**src/rtl/interp_pkg.sv**
```systemverilog
// Shared types and constants for the 8-tap interpolator window feeder.
// Provides the sample/window typedefs and the feeder FSM state encoding.
package interp_pkg;

  localparam int unsigned SAMPLE_W   = 8;
  localparam int unsigned NUM_TAPS   = 8;
  // Index of p[x] inside the window; also the number of samples that must be
  // shifted in after p0 before the first window of a row is complete.
  localparam int unsigned CENTER_TAP = 4;

  typedef logic [SAMPLE_W-1:0]               sample_t;
  typedef logic [NUM_TAPS-1:0][SAMPLE_W-1:0] window_t;

  typedef enum logic [1:0] {
    PRIME,
    STREAM,
    FLUSH
  } feeder_state_t;

endpackage

```
**src/rtl/interp_tap_window.sv**
```systemverilog
// 8-entry tap shift register holding the current interpolator window.
// tap[0] is the newest sample, tap[7] the oldest.
// Ports:
//   clock, reset_n : clock, asynchronous active-low reset (taps cleared)
//   fill_i         : tap[0] <= data_i, tap[7:1] <= pad_i (start of row)
//   shift_i        : tap[j] <= tap[j-1], tap[0] <= data_i
//   data_i, pad_i  : incoming sample and padding value
//   taps_o         : registered window
// With neither fill_i nor shift_i the taps hold; fill_i has priority.
module interp_tap_window
  import interp_pkg::*;
(
  input  logic    clock,
  input  logic    reset_n,
  input  logic    fill_i,
  input  logic    shift_i,
  input  sample_t data_i,
  input  sample_t pad_i,
  output window_t taps_o
);

  window_t taps_d, taps_q;

  always_comb begin
    taps_d = taps_q;
    if (fill_i) begin
      for (int j = 1; j < NUM_TAPS; j++) begin
        taps_d[j] = pad_i;
      end
      taps_d[0] = data_i;
    end else if (shift_i) begin
      taps_d = {taps_q[NUM_TAPS-2:0], data_i};
    end
  end

  always_ff @(posedge clock or negedge reset_n) begin
    if (!reset_n) begin
      taps_q <= '0;
    end else begin
      taps_q <= taps_d;
    end
  end

  assign taps_o = taps_q;

endmodule

```
**src/rtl/interp_window_feeder.sv**
```systemverilog
// Producer side of the 8-tap interpolator window interface.
// Accepts a row-ordered luma stream and emits one registered 8-sample window
// per pixel position with row-edge padding: data_buffer[7-k] = p[x-3+k].
// Ports:
//   clock, reset_n          : clock, asynchronous active-low reset
//   in_data/in_valid/in_ready : sample input handshake
//   data_buffer             : window, [4] = p[x], [0] = p[x+4]
//   out_pos, out_last       : centre column x, x == ROW_LEN-1 flag
//   out_valid/out_ready     : window output handshake
// Build option: define INTERP_ZERO_PAD_EN to pad out-of-row taps with 0
// instead of replicating the edge sample.
module interp_window_feeder #(
  parameter int unsigned ROW_LEN  = 64,
  parameter int unsigned SAMPLE_W = 8
) (
  input  logic                         clock,
  input  logic                         reset_n,
  input  logic [SAMPLE_W-1:0]          in_data,
  input  logic                         in_valid,
  output logic                         in_ready,
  output logic [7:0][SAMPLE_W-1:0]     data_buffer,
  output logic [$clog2(ROW_LEN)-1:0]   out_pos,
  output logic                         out_last,
  output logic                         out_valid,
  input  logic                         out_ready
);
  import interp_pkg::*;

  localparam int unsigned     PosW      = $clog2(ROW_LEN);
  localparam logic [PosW-1:0] LastIdx   = PosW'(ROW_LEN - 1);
  localparam logic [PosW-1:0] CenterIdx = PosW'(CENTER_TAP);

  feeder_state_t             state_d, state_q;
  logic [PosW-1:0]           in_cnt_d, in_cnt_q;
  logic [PosW-1:0]           out_pos_d, out_pos_q;
  logic [1:0]                flush_cnt_d, flush_cnt_q;
  logic                      out_valid_d, out_valid_q;
  logic                      out_last_d, out_last_q;

  logic                      adv;
  logic                      accept;
  logic                      tap_fill;
  logic                      tap_shift;
  logic [SAMPLE_W-1:0]       tap_data;
  logic [SAMPLE_W-1:0]       tap_pad;
  logic [SAMPLE_W-1:0]       flush_val;
  logic [7:0][SAMPLE_W-1:0]  taps;

  // The tap register doubles as the output register, so it may only move
  // when the current window is absent or being taken.
  assign adv      = ~out_valid_q | out_ready;
  assign in_ready = reset_n & adv & (state_q != FLUSH);
  assign accept   = in_valid & in_ready;

`ifdef INTERP_ZERO_PAD_EN
  assign tap_pad   = '0;
  assign flush_val = '0;
`else
  assign tap_pad   = in_data;
  assign flush_val = taps[0];
`endif

  always_comb begin
    state_d     = state_q;
    in_cnt_d    = in_cnt_q;
    out_pos_d   = out_pos_q;
    flush_cnt_d = flush_cnt_q;
    out_valid_d = out_valid_q;
    out_last_d  = out_last_q;
    tap_fill    = 1'b0;
    tap_shift   = 1'b0;
    tap_data    = in_data;

    // A taken window retires unless something below emits a new one.
    if (adv) begin
      out_valid_d = 1'b0;
    end

    unique case (state_q)
      PRIME: begin
        if (accept) begin
          in_cnt_d = in_cnt_q + 1'b1;
          if (in_cnt_q == '0) begin
            tap_fill = 1'b1;
          end else begin
            tap_shift = 1'b1;
          end
          if (in_cnt_q == CenterIdx) begin
            out_valid_d = 1'b1;
            out_pos_d   = '0;
            out_last_d  = 1'b0;
            // Shortest rows end on the first window.
            if (in_cnt_q == LastIdx) begin
              state_d     = FLUSH;
              in_cnt_d    = '0;
              flush_cnt_d = '0;
            end else begin
              state_d = STREAM;
            end
          end
        end
      end
      STREAM: begin
        if (accept) begin
          tap_shift   = 1'b1;
          out_valid_d = 1'b1;
          out_pos_d   = out_pos_q + 1'b1;
          out_last_d  = 1'b0;
          if (in_cnt_q == LastIdx) begin
            state_d     = FLUSH;
            in_cnt_d    = '0;
            flush_cnt_d = '0;
          end else begin
            in_cnt_d = in_cnt_q + 1'b1;
          end
        end
      end
      FLUSH: begin
        if (adv) begin
          tap_shift   = 1'b1;
          tap_data    = flush_val;
          out_valid_d = 1'b1;
          out_pos_d   = out_pos_q + 1'b1;
          if (flush_cnt_q == 2'd3) begin
            out_last_d  = 1'b1;
            flush_cnt_d = '0;
            in_cnt_d    = '0;
            state_d     = PRIME;
          end else begin
            out_last_d  = 1'b0;
            flush_cnt_d = flush_cnt_q + 1'b1;
          end
        end
      end
      default: begin
        state_d = PRIME;
      end
    endcase
  end

  always_ff @(posedge clock or negedge reset_n) begin
    if (!reset_n) begin
      state_q     <= PRIME;
      in_cnt_q    <= '0;
      out_pos_q   <= '0;
      flush_cnt_q <= '0;
      out_valid_q <= 1'b0;
      out_last_q  <= 1'b0;
    end else begin
      state_q     <= state_d;
      in_cnt_q    <= in_cnt_d;
      out_pos_q   <= out_pos_d;
      flush_cnt_q <= flush_cnt_d;
      out_valid_q <= out_valid_d;
      out_last_q  <= out_last_d;
    end
  end

  interp_tap_window u_taps (
    .clock   (clock),
    .reset_n (reset_n),
    .fill_i  (tap_fill),
    .shift_i (tap_shift),
    .data_i  (tap_data),
    .pad_i   (tap_pad),
    .taps_o  (taps)
  );

  assign data_buffer = taps;
  assign out_pos     = out_pos_q;
  assign out_last    = out_last_q;
  assign out_valid   = out_valid_q;

endmodule

```
**config.mk**
```make
export PLATFORM = sky130hd
export DESIGN_NAME = interp_window_feeder
export DESIGN_NICKNAME = d
export VERILOG_FILES = /design/src/rtl/interp_pkg.sv /design/src/rtl/interp_tap_window.sv /design/src/rtl/interp_window_feeder.sv
export SDC_FILE = /design/constraint.sdc
export NUM_CORES = 1
export LEC_CHECK = 0
export ABC_AREA = 1
export CORE_MARGIN = 5
export CORE_UTILIZATION = 45
export DETAILED_ROUTE_END_ITERATION = 10
export PLACE_DENSITY = 0.71
export SLEW_MARGIN = 20
export SYNTH_ARGS = -nofsm -noshare
export SYNTH_HDL_FRONTEND = slang
export SYNTH_SLANG_ARGS = --single-unit
```
**constraint.sdc**
```tcl
create_clock -name clock -period 2.4 [get_ports clock]
set_input_delay 0.24 -clock clock [delete_from_list [all_inputs] [get_ports clock]]
set_output_delay 0.24 -clock clock [all_outputs]
set_load 0.03 [all_outputs]
```
* Yosys cells after proc, flatten, opt, wreduce, memory -nomap -nowiden
Index checks and enable logic that the tools add are counted.
** Storage, ports and cells
- Output and inout port bits :: 73
- Flip-flop bits (word level) :: 82
- Logic and storage cells :: 92
** Operators by class
- Multiplexer cells :: 51
- Eq/ne operators :: 12
- Reduce and logical (&&, ||, !) cells :: 7
- Bitwise gates (word level) :: 5
- Add/sub/neg operators :: 3
** Operators by type and width (number)
- two-way mux 64 bit :: 2
- two-way mux 6 bit :: 10
- case mux 6 bit (3 select lines) :: 2
- two-way mux 2 bit :: 13
- two-way mux 1 bit :: 17
- two-way mux 8 bit :: 2
- != test 2 bit, second input constant :: 7
- adder 6 x 1 -> 6 bit, second input constant :: 2
- case mux 2 bit (3 select lines) :: 2
- AND reduction 5 bit :: 2
- case mux 1 bit (3 select lines) :: 3
- == test 6 x 3 -> 1 bit, second input constant :: 1
- == test 6 bit, second input constant :: 1
- zero test 6 bit :: 1
- AND reduction 6 bit :: 1
- == test 2 bit, second input constant :: 2
- AND 1 bit :: 3
- nonzero test 3 bit :: 1
- adder 2 x 1 -> 2 bit, second input constant :: 1
- == test 2 x 1 -> 1 bit, second input constant :: 1
- zero test 2 bit :: 1
- nonzero test 2 bit :: 1
- NOT 1 bit :: 1
- bitwise OR 1 bit :: 1

* Logic depth before layout (Yosys ltp)
- Depth after elaboration :: 9
- Mapped depth :: 12

* Cells and area by module
From an unflattened synthesis, not the netlist that was laid out.
** Unflattened totals
- Cell total of the unflattened synthesis :: 455
- Area total of the unflattened synthesis :: 3988.8 µm²
** By module, submodules not included
- interp_tap_window :: cells an instance 287, instances 1, area an instance 2687.6 µm²
- interp_window_feeder :: cells an instance 168, instances 1, area an instance 1301.2 µm²

* Worst setup path before layout
No wires, ideal clock.
- Path kind :: register -> register
- Start :: reg state_q[0]
- End :: reg u_taps.taps_q, in the netlist u_taps.taps_o[3]
- Path slack :: 0.459 ns
- Data arrival time :: 1.875 ns
- Cell stages (with the launch flop) :: 12
- Required time :: 2.334 ns
- Path buffers :: 2
- Period minus slack after synthesis :: 1.941 ns
- Cells stage by stage :: dfrtp_1 -> inv_1 -> ha_1 -> nor2_4 -> nand2_1 -> inv_1 -> nand3_1 -> nand3_1 -> buf_2 -> buf_2 -> nand4_1 -> nand2_1
** On the way
- Word-level cells in the longest chain between the ends :: 6
** Ends and longest elaborated chain
- start: declaration :: line interp_window_feeder.sv:33 : feeder_state_t state_d, state_q;
- start signal: assignment :: line interp_window_feeder.sv:150 : state_q <= state_d;
- != test 2 bit * :: line interp_window_feeder.sv:52 : assign in_ready = reset_n & adv & (state_q != FLUSH);
- AND 1 bit * :: line interp_window_feeder.sv:52
- net in_ready :: line interp_window_feeder.sv:20 : output logic in_ready,
- AND 1 bit * :: line interp_window_feeder.sv:53 : assign accept = in_valid & in_ready;
- two-way mux 1 bit (on tied branches) :: line interp_window_feeder.sv:104, interp_window_feeder.sv:81
- case mux 1 bit (3 select lines) or two-way mux 1 bit (tied branches) :: line interp_window_feeder.sv:79 : unique case (state_q)
- nonzero test 2 bit (no source line) or two-way mux 64 bit (tied branches)
- end signal: assignment :: line interp_tap_window.sv:40 : taps_q <= taps_d;
- end: declaration :: line interp_tap_window.sv:22 : window_t taps_d, taps_q;
Mark *: on every way through the listed nets, which the timed path passes. The rest lies on a longest branch. The select of a mux whose other input is x is not followed.
A chain may end at the register's enable or synchronous reset.

* Worst setup path after layout
- Start :: reg state_q[0]
- End :: reg u_taps.taps_q, in the netlist u_taps.taps_o[9]
** On the way
- Word-level cells in the longest chain between the ends :: 6
** Ends and longest elaborated chain (line)
- != test 2 bit :: interp_window_feeder.sv:52
- AND 1 bit :: interp_window_feeder.sv:52
- AND 1 bit :: interp_window_feeder.sv:53
- two-way mux 1 bit (on tied branches) :: interp_window_feeder.sv:104, interp_window_feeder.sv:81
- case mux 1 bit (3 select lines) or two-way mux 1 bit (tied branches) :: interp_window_feeder.sv:79
- nonzero test 2 bit (no source line) or two-way mux 64 bit (tied branches)
Several ways; a longest one is shown, not always the timed one.

==> summary.md <==
| Metric | Value |
|---|---|
| Post-synthesis cell area | 4340 µm² |
| Clk buf depth | 2 |
| Syn Area/Cell | 7.53 µm² |
| Initial antenna violation count | 0 |
| Slew of the pin with the lowest slew margin | 0.825 ns |
| DR pass1 iterations | 5 |
| Vias/cell | 5.20 |
| Post-CTS resize count | 0 |
| Net count reported at finish | 675 |
| Post-route setup TNS | 0 ns |
| Post-Synth Simple-Gate Area | 0.395 |
| Clock sinks | 82 |
| Post-route ant nets | 0 |
| Die X-Extent | 108 µm |
| Share of cells above drive strength 1 | 0.0697 |
| Final WS setup | 0.253 ns |
| CTS tree | yes |
| Largest family of logic cells by synthesized area | simple AND/OR/NAND/NOR gates |
| Max Clock Skew | 0.0114 ns |
| First-pass GRT wire length | 19200 µm |
| Final-report setup violation count | 0 |
| Via count | 4102 |
| FF-to-FF setup slack | 0.25 ns |
| Status | finished, final reports clean |
| Crit path kind | flop to flop |
| Fin cells | 789 |
| Fill count | 880 |
| Syn. warnings | 0 |
| Clock insertion delay at the later pin of the skew report | 0.36 ns |
| Worst hold path class | input port to async pin |
| Area Growth Syn to Fin | 25.8% |
| Post-Syn Nets | 596 |
| Initial Util | 0.465 |
| Worst slack at placement | 0.275 ns |
| Ant diodes | 0 |
| Critical path required time | 2.70 ns |
| Largest net degree at the start of global routing | 65 |
| Crit path from | state_q[0]$_DFFE_PN0P_ |
| TritonCTS Buffers | 9 |
| Total global-route track usage | 0.205 |
| Core ar. | 9330 µm² |
| Rows | 35 |
| Slew margin rel. | 0.450 |
| CTS root buf | clkbuf_8 |
| Yosys cell types | 28 |
| Routed Wire Length | 11500 µm |
| Worst VDD drop | 814 µV |
| Design Power | 7.69 mW |
| Type of origin of the critical path | flop |
| Multiplexer share of the synthesized area | 0 |
| Port bufs | 84 |
| IO Pins | 85 |
| Final period utilization | 0.894 |
| DR WL/cell | 14.5 µm |
| Starting DRC count in detailed routing | 231 |
| Unrepaired setup endpoints after global routing | false |
| CTS H-tree depth | 3 |
| Adder-cell share of the synthesized area | 0.0231 |
| Number of synthesized register bits | 82 |
| Compound-Gate Fraction of Synth Area | 0.0300 |
| Multi-input gate area | 1990 µm² |
| P_leak | 2.93 nW |
| R2R depth | 9 |
| Slew Limit Fails | 0 |
| Post-Place Cells | 772 |
| Crit path capture | u_taps.taps_o[9]$_DFFE_PN0P_ |
| Worst r2r dst | u_taps.taps_o[9]$_DFFE_PN0P_ |
| Final hold vios | 0 |
| Post-DP HPWL | 7920 µm |
| Die footprint | 11700 µm² |
| Power per cell area | 1410 nW/µm² |
| Clock Pin Slew Worst Setup and Hold Paths | 0.09 ns |
| Reg-to-Reg Start | state_q[0]$_DFFE_PN0P_ |
| Max-Cap Viols | 0 |
| Total congestion overflow | 0 |
| DRC | 0 |
| Crit Path Max Fanout | 43 |
| Min Tclk post-route | 2.15 ns |
| Routability congestion estimate | 0.901 |
| Synth Area in XOR/XNOR | 0.0101 |
| Sequential element share of the synthesized area | 0.473 |
| Final core occ | 0.585 |
| Crit path arrival time | 2.44 ns |
| Die Span Y | 108 µm |
| Register area | 2050 µm² |
| Synthesized instance count | 576 |
| Worst Setup End Kind | flop |
| Max Clock Freq | 466 MHz |
| Vias in the first global route | 3830 |
Yosys cell counts:
master    count  area, µm²
nand2_1     294       1100
dfrtp_1      82       2050
nand3_1      76        380
inv_1        18       67.6
o21ai_0      15       75.1
nor2_1       14       52.6
nand4_1      12       75.1
buf_6         9        101
buf_2         8       40.0
buf_4         8       60.1
ha_1          8        100
a21oi_1       5       25.0
clkbuf_1      5       18.8
nand2_2       3       18.8
xor2_1        3       26.3
inv_2         2       7.51
or2_2         2       12.5
xnor2_1       2       17.5
a21oi_2       1       8.76
a22oi_1       1       7.51
clkbuf_2      1       5.00
nand3_4       1       17.5
nor2_4        1       11.3
nor2_8        1       20.0
nor3_1        1       5.00
nor3_4        1       16.3
o21a_1        1       7.51
o22ai_1       1       6.26
cell families (layout without fill, tap and decap cells):
group	after synthesis	after routing
AND/OR/NAND/NOR	406	406
flip-flops	82	82
buffers and inverters	51	135
AO/OA/AOI/OAI	24	24
adder cells (fa/ha/maj)	8	8
XOR/XNOR	5	5
sequential cells by signal (all words and copies together) (netlist names):
signal and flops:
state_q 2, out_valid 1, out_pos 6, out_last 1, u_taps.taps_o 64, flush_cnt_q 2
in_cnt_q 6
how the worst min path moves through the flow:
stage	startpoint	endpoint	cells after the start
2_1_floorplan	reset_n	flush_cnt_q[0]$_DFFE_PN0P_	0
6_report	reset_n	u_taps.taps_o[37]$_DFFE_PN0P_	3
3_5_place_dp	reset_n	u_taps.taps_o[37]$_DFFE_PN0P_	2
3_3_place_gp	reset_n	u_taps.taps_o[29]$_DFFE_PN0P_	2
4_1_cts	reset_n	u_taps.taps_o[37]$_DFFE_PN0P_	3
5_1_grt	reset_n	u_taps.taps_o[37]$_DFFE_PN0P_	3
cell usage in the layout (no fill, tap or decap), types with 2 or more instances in the layout:
master and instances:
nand2_2 4, nand4_1 12, nor2_1 14, buf_4 16, a21oi_1 5, inv_6 2
dfrtp_1 82, inv_1 18, nand3_1 75, inv_2 2, clkinvlp_4 3, xor2_1 3
clkdlybuf4s50_1 82, bufinv_16 2, clkbuf_8 9, nand2_1 293, or2_2 2, o21ai_0 15
ha_1 8, xnor2_1 2
cell type report:
| cell class | count | share of cell area |
|---|---|---|
| flip-flops and latches | 82 | 0.376 |
| clock buffers | 9 | 0.0227 |
| inverters | 20 | 0.0138 |
| clock inverters | 7 | 0.0183 |
| multi-input cells | 443 | 0.365 |
| repair buffers | 99 | 0.174 |
| well taps | 129 | 0.0296 |
what timing repair did:
item	4_1_cts	5_1_grt
setup buffers	0	0
hold endpoints to repair	18	0
hold buffers	1	0
per-layer routing:
layer / GRT usage / wire [µm] / vias to the layer above
met5: 0 / 0 / -
met4: 0.0712 / 231 / 0
met3: 0.0400 / 850 / 21
met2: 0.320 / 5420 / 148
met1: 0.285 / 4960 / 1940
li1: - / - / 1993
worst max-delay path, stage by stage (launching register included):
cell	delay (ns)
dfrtp_1	0.43
inv_1	0.10
ha_1	0.33
inv_1	0.18
nor2_8	0.20
nand2_2	0.09
nand2_2	0.10
buf_4	0.40
nand3_1	0.17
nand2_1	0.09
metrics by stage:
step	hold slack (ns)	cell area, µm²
floorplan	-0.0556	4340
global placement	0.246	5220
detailed placement	0.251	5220
CTS	0.422	5460
global route	0.447	5460
finish	0.419	5460
power by group:
part | switching (mW) | internal [mW] | leakage [nW]
clock network | 0.545 | 0.593 | 0.102
logic | 2.65 | 1.53 | 1.75
registers | 0.480 | 1.90 | 1.08
No activity file was read; power rests on OpenSTA's default activity.
